$ cat config.mk
export PLATFORM = sky130hd
export DESIGN_NAME = arbiter_router_rr_scheduler
export DESIGN_NICKNAME = d
export VERILOG_FILES = /design/src/rtl/arbiter_router_rr_scheduler.sv
export SDC_FILE = /design/constraint.sdc
export NUM_CORES = 1
export LEC_CHECK = 0
export BUFFER_PORTS_ARGS = -buffer_cell sky130_fd_sc_hd__buf_4
export CAP_MARGIN = 20
export CELL_PAD_IN_SITES_DETAIL_PLACEMENT = 0
export CELL_PAD_IN_SITES_GLOBAL_PLACEMENT = 1
export CORE_ASPECT_RATIO = 0.9
export CORE_UTILIZATION = 36
export CTS_BUF_LIST = sky130_fd_sc_hd__clkbuf_8
export DETAILED_ROUTE_END_ITERATION = 12
export PLACE_DENSITY = 0.9
export RECOVER_POWER = 25
export REMOVE_ABC_BUFFERS = 1
export SLEW_MARGIN = 20
export SYNTH_ARGS = -nofsm -noshare
export SYNTH_HDL_FRONTEND = slang
export SYNTH_SLANG_ARGS = --single-unit
$ cat constraint.sdc
create_clock -name clk -period 3.15 [get_ports clk]
set_clock_uncertainty 0.15 [all_clocks]
set_input_delay 0.63 -clock clk [delete_from_list [all_inputs] [get_ports clk]]
set_output_delay 0.63 -clock clk [all_outputs]
set_load 0.02 [all_outputs]
$ cat src/rtl/arbiter_router_rr_scheduler.sv
// Round-robin arbiter/router: grants one requester at a time for up to max_burst
// messages and forwards each accepted payload, tagged with its source index, through a one-entry buffer.
module arbiter_router_rr_scheduler #(
  parameter int nbits     = 32,
  parameter int ninputs   = 3,
  parameter int max_burst = 4,
  localparam int addr_nbits = $clog2(ninputs)
) (
  input  logic                          clk,
  input  logic                          reset,
  input  logic [ninputs-1:0]            istream_val,
  output logic [ninputs-1:0]            istream_rdy,
  input  logic [ninputs*nbits-1:0]      istream_msg,
  output logic                          ostream_val,
  input  logic                          ostream_rdy,
  output logic [addr_nbits+nbits-1:0]   ostream_msg,
  output logic                          grant_val,
  output logic [addr_nbits-1:0]         grant_idx
);

  localparam int CNT_W = $clog2(max_burst) + 1;
  localparam int OUT_W = addr_nbits + nbits;
  localparam logic [CNT_W-1:0]      LAST_CNT = CNT_W'(max_burst - 1);
  localparam logic [addr_nbits-1:0] LAST_IDX = addr_nbits'(ninputs - 1);

  typedef enum logic {S_IDLE, S_GRANT} state_t;

  state_t                r_state, w_state_nxt;
  logic [addr_nbits-1:0] r_grant_idx, w_grant_idx_nxt;
  logic [addr_nbits-1:0] r_ptr, w_ptr_nxt;
  logic [addr_nbits-1:0] w_sel, w_next_ptr;
  logic [CNT_W-1:0]      r_cnt, w_cnt_nxt;
  logic                  r_oval;
  logic [OUT_W-1:0]      r_omsg;
  logic                  w_found, w_gval, w_free, w_accept;
  logic [nbits-1:0]      w_gmsg;

  // Rotating priority: first pass covers ptr..ninputs-1, second pass wraps to 0..ptr-1.
  always_comb begin
    w_found = 1'b0;
    w_sel   = '0;
    for (int i = 0; i < ninputs; i++) begin
      if (!w_found && istream_val[i] && (addr_nbits'(i) >= r_ptr)) begin
        w_found = 1'b1;
        w_sel   = addr_nbits'(i);
      end
    end
    for (int i = 0; i < ninputs; i++) begin
      if (!w_found && istream_val[i]) begin
        w_found = 1'b1;
        w_sel   = addr_nbits'(i);
      end
    end
  end

  always_comb begin
    w_gval = 1'b0;
    w_gmsg = '0;
    for (int i = 0; i < ninputs; i++) begin
      if (r_grant_idx == addr_nbits'(i)) begin
        w_gval = istream_val[i];
        w_gmsg = istream_msg[i*nbits +: nbits];
      end
    end
  end

  assign w_free     = !r_oval || ostream_rdy;
  assign w_accept   = (r_state == S_GRANT) && w_gval && w_free;
  assign w_next_ptr = (r_grant_idx == LAST_IDX) ? '0 : r_grant_idx + 1'b1;

  always_comb begin
    istream_rdy = '0;
    for (int i = 0; i < ninputs; i++) begin
      istream_rdy[i] = (r_state == S_GRANT) && w_free && (r_grant_idx == addr_nbits'(i));
    end
  end

  always_comb begin
    w_state_nxt     = r_state;
    w_grant_idx_nxt = r_grant_idx;
    w_ptr_nxt       = r_ptr;
    w_cnt_nxt       = r_cnt;
    case (r_state)
      S_IDLE: begin
        if (w_found) begin
          w_state_nxt     = S_GRANT;
          w_grant_idx_nxt = w_sel;
          w_cnt_nxt       = '0;
        end
      end
      S_GRANT: begin
        // Release when the grantee goes quiet or its burst quota is used up.
        if (!w_gval || (w_accept && (r_cnt == LAST_CNT))) begin
          w_state_nxt = S_IDLE;
          w_ptr_nxt   = w_next_ptr;
          w_cnt_nxt   = '0;
        end else if (w_accept) begin
          w_cnt_nxt = r_cnt + 1'b1;
        end
      end
      default: w_state_nxt = S_IDLE;
    endcase
  end

  always_ff @(posedge clk or negedge reset) begin
    if (!reset) begin
      r_state     <= S_IDLE;
      r_grant_idx <= '0;
      r_ptr       <= '0;
      r_cnt       <= '0;
    end else begin
      r_state     <= w_state_nxt;
      r_grant_idx <= w_grant_idx_nxt;
      r_ptr       <= w_ptr_nxt;
      r_cnt       <= w_cnt_nxt;
    end
  end

  // Output buffer drains independently of the FSM; a new accept overwrites a draining entry.
  always_ff @(posedge clk or negedge reset) begin
    if (!reset) begin
      r_oval <= 1'b0;
      r_omsg <= '0;
    end else if (w_accept) begin
      r_oval <= 1'b1;
      r_omsg <= {r_grant_idx, w_gmsg};
    end else if (r_oval && ostream_rdy) begin
      r_oval <= 1'b0;
    end
  end

  assign ostream_val = r_oval;
  assign ostream_msg = r_omsg;
  assign grant_val   = (r_state == S_GRANT);
  assign grant_idx   = r_grant_idx;

endmodule

==> summary.md <==
| Metric | Value |
|---|---|
| Cells after DPL | 460 |
| Outcome | finished, final reports clean |
| Final hold slack | 0.1589 ns |
| Met3 WL post-DR | 603 um |
| DRC | 0 |
| Register area share after synthesis | 0.4167 |
| R2R setup slack | 0.77 ns |
| Routability Congestion | 0.8121 |
| Antenna viol nets, final | 0 |
| Seq cells post-synth | 43 |
| Crit-path cells | buf_4 -> nor2b_2 -> and3_1 -> buf_4 |
| FP Rows | 28 |
| Final setup viols | 0 |
| CP max stage cell | dfrtp_1 |
| Postcts setup bufs | 0 |
| Worst Path Buf+Inv | 2 |
| Synth cell types | 26 |
| Clk Latency, worst-skew pair | 0.29 ns |
| Number of max-cap violations | 0 |
| Final Max Slew Viols | 0 |
| Iteration-0 DRC count of the detailed router | 48 |
| Clock slew at reported path FFs | 0.08 ns |
| Ys flop type | dfrtp_1 |
| Hold Vio Cnt, Final | 0 |
| Leak pwr | 1.867 nW |
| Layout cells sized above 1 | 0.5132 |
| Required @ worst endpoint | 2.37 ns |
| Critical path startpoint category | flop |
| Vias | 2268 |
| Top-count cell post-synth | dfrtp_1 |
| Root Driver | clkbuf_8 |
| Vias in the first global route | 2209 |
| F_max | 0.4167 GHz |
| CORE AREA | 6761 um2 |
| Crit path to | istream_rdy[1] |
| Register Area | 1077 um2 |
| Setup TNS | 0 ns |
| FILL cells | 579 |
| Drt total wl | 6569 um |
| Grt total ovfl | 0 |
| TritonCTS Sinks | 43 |
| Num CTS Buffers | 5 |
| Ys async rst share | 1.000 |
| Max-slew headroom | 0.2907 |
| Met2 WL | 3058 um |
| Worst R2R Start | grant_val |
| P_int | 2.264 mW |
| Crit path max fanout | 40 |
| Post-Syn Instances | 241 |
| M1 WL | 2860 um |
| Area Overhead vs Synth | 47.72% |
| Measured slew at the worst slew-check pin | 1.064 ns |
| DR WL/cell | 14.04 um |
| RSZ-0062 raised after global routing | no |
| Power share of the clock group | 0.117 |
| Register share of total power | 0.270 |
| Detailed placement HPWL | 4839 um |
| All-Layer GR Usage | 0.1783 |
| Worst Hold Class | input port to async pin |
| Die Ht | 82.35 um |
| # resized after CTS | 0 |
| First-pass GRT wire length | 10530 um |
| Largest net degree at the start of global routing | 44 |
| Crit-path max cell delay | 0.38 ns |
| Worst endpoint data arrival time | 1.62 ns |
| Worst Setup SP | grant_idx[0] |
| Cell Count, Final, Fillers Out | 468 |
| Sw Pwr | 1.467 mW |
| Reg2reg end | ostream_msg[6] |
| Max IR drop VDD | 0.5386 mV |
| Comb power frac | 0.613 |
| Top cells by count, synth | dfrtp_1, nand2_1, o21ai_0 |
| Via density | 4.846 |
| Cell taking the most area after synthesis | dfrtp_1 |
| Top cells by area, synth | dfrtp_1, mux2_4, mux2i_1 |
| I/O Buffers | 142 |
| Final Cycle Share | 0.7618 |
| Io pins | 143 |
| TritonCTS clock tree | done |
| Top-area cell type share of the netlist area | 0.4167 |
| Critical path depth | 4 |
| CP Class | flop to output pin |
| Starting density of the core | 0.3819 |
| Hold Buf Count CTS | 0 |
| Mapped Area | 2582 um2 |
| CP most frequent cell | buf_4 |
| Worst Setup End Kind | output pin |
| EDFF count, synth | 0 |
| Period minus WS final | 2.400 ns |
| Crit path max-delay family | buffers and inverters |
| DR top layer | met4 |
| Die width | 91.28 um |
| Initial antenna violation count | 0 |
| Area taken by multi-input logic gates | 1396 um2 |
| Power, Total | 3.731 mW |
| Switch share | 0.3931 |
| Clock buffer depth | 2 |
| ANT cells | 0 |
| 1st-pass router iterations | 4 |
| PD cells | 977.9 nW/um2 |
| Worst reg-to-reg path cell count | 3 |
| Final nets | 481 |
| Die ar. | 7517 um2 |
| Avg Inst Size Synth | 10.72 um2 |
| H-tree depth | 2 |
| Synthesis warning total | 0 |
[worst min-delay path by stage]
stage,end,slack [ns],cells after the start
after floorplan,grant_idx[0],0.18,0
after global placement,ostream_msg[6],0.34,1
after detailed placement,ostream_msg[33],0.34,1
after CTS,ostream_msg[32],0.18,1
after global routing,grant_val,0.19,1
final,ostream_msg[32],0.16,1
[state kept, by name, summed over array words and instances, names as in the netlist]
name / flops
grant_val: 1
grant_idx: 2
r_cnt: 3
ostream_msg: 34
r_ptr: 2
ostream_val: 1
[routing by layer]
metal,up-vias,track usage
met3,4,0.05128
met5,-,0
met2,106,0.3068
met1,1040,0.2206
met4,0,0.05238
li1,1118,-
[power by group through the flow]
| stage | clock network [mW] | registers [mW] | logic, mW |
|---|---|---|---|
| 2_1_floorplan | 0 | 1.39 | 1.14 |
| 3_3_place_gp | 0 | 1.01 | 2.28 |
| 3_5_place_dp | 0 | 1.01 | 2.31 |
| 4_1_cts | 0.451 | 1.01 | 2.32 |
| 5_1_grt | 0.471 | 1.05 | 2.47 |
| 6_report | 0.435 | 1.01 | 2.29 |
[logic make-up after synthesis]
logic type / count (synthesis) / synth area share
muxes: 69 / 0.3319
and+or+nand+nor: 60 / 0.1017
AOI/OAI and AO/OA: 46 / 0.09593
DFF: 43 / 0.4167
buffers and inverters: 21 / 0.04409
adders and majority gates: 2 / 0.009688
[per-stage QoR]
stage,utilization,setup slack (ns),area (um2)
floorplan,-,-0.7195,2484
global placement,0.5468,0.5204,3697
detailed placement,0.5468,0.4540,3697
CTS,0.5642,0.7188,3815
global route,0.5642,0.6209,3815
finish,0.5642,0.7502,3815
[placed cells by master (no fill, tap or decap), drive strengths merged]
| cell | count |
|---|---|
| nand2b | 4 |
| nor3 | 2 |
| o21ai | 37 |
| mux2i | 32 |
| o22ai | 2 |
| dfrtp | 43 |
| nor2b | 3 |
| o32ai | 1 |
| clkinv | 1 |
| mux2 | 37 |
| a22o | 1 |
| nor2 | 3 |
| a21oi | 2 |
| inv | 4 |
| a22oi | 1 |
| nor4 | 1 |
| clkbuf | 6 |
| a211oi | 2 |
| ha | 2 |
| and2 | 2 |
| nand2 | 42 |
| buf | 146 |
| and3 | 1 |
| bufinv | 1 |
| nor3b | 2 |
[layout make-up]
class / instances / area share
multi-input cells: 177 / 0.3660
clock inverters: 2 / 0.009183
repair buffers: 146 / 0.2873
inverters: 4 / 0.003936
clock buffers: 6 / 0.02165
flip-flops and latches: 43 / 0.2824
well taps: 90 / 0.02952
Note: power is estimated with default switching activity, not from simulation.
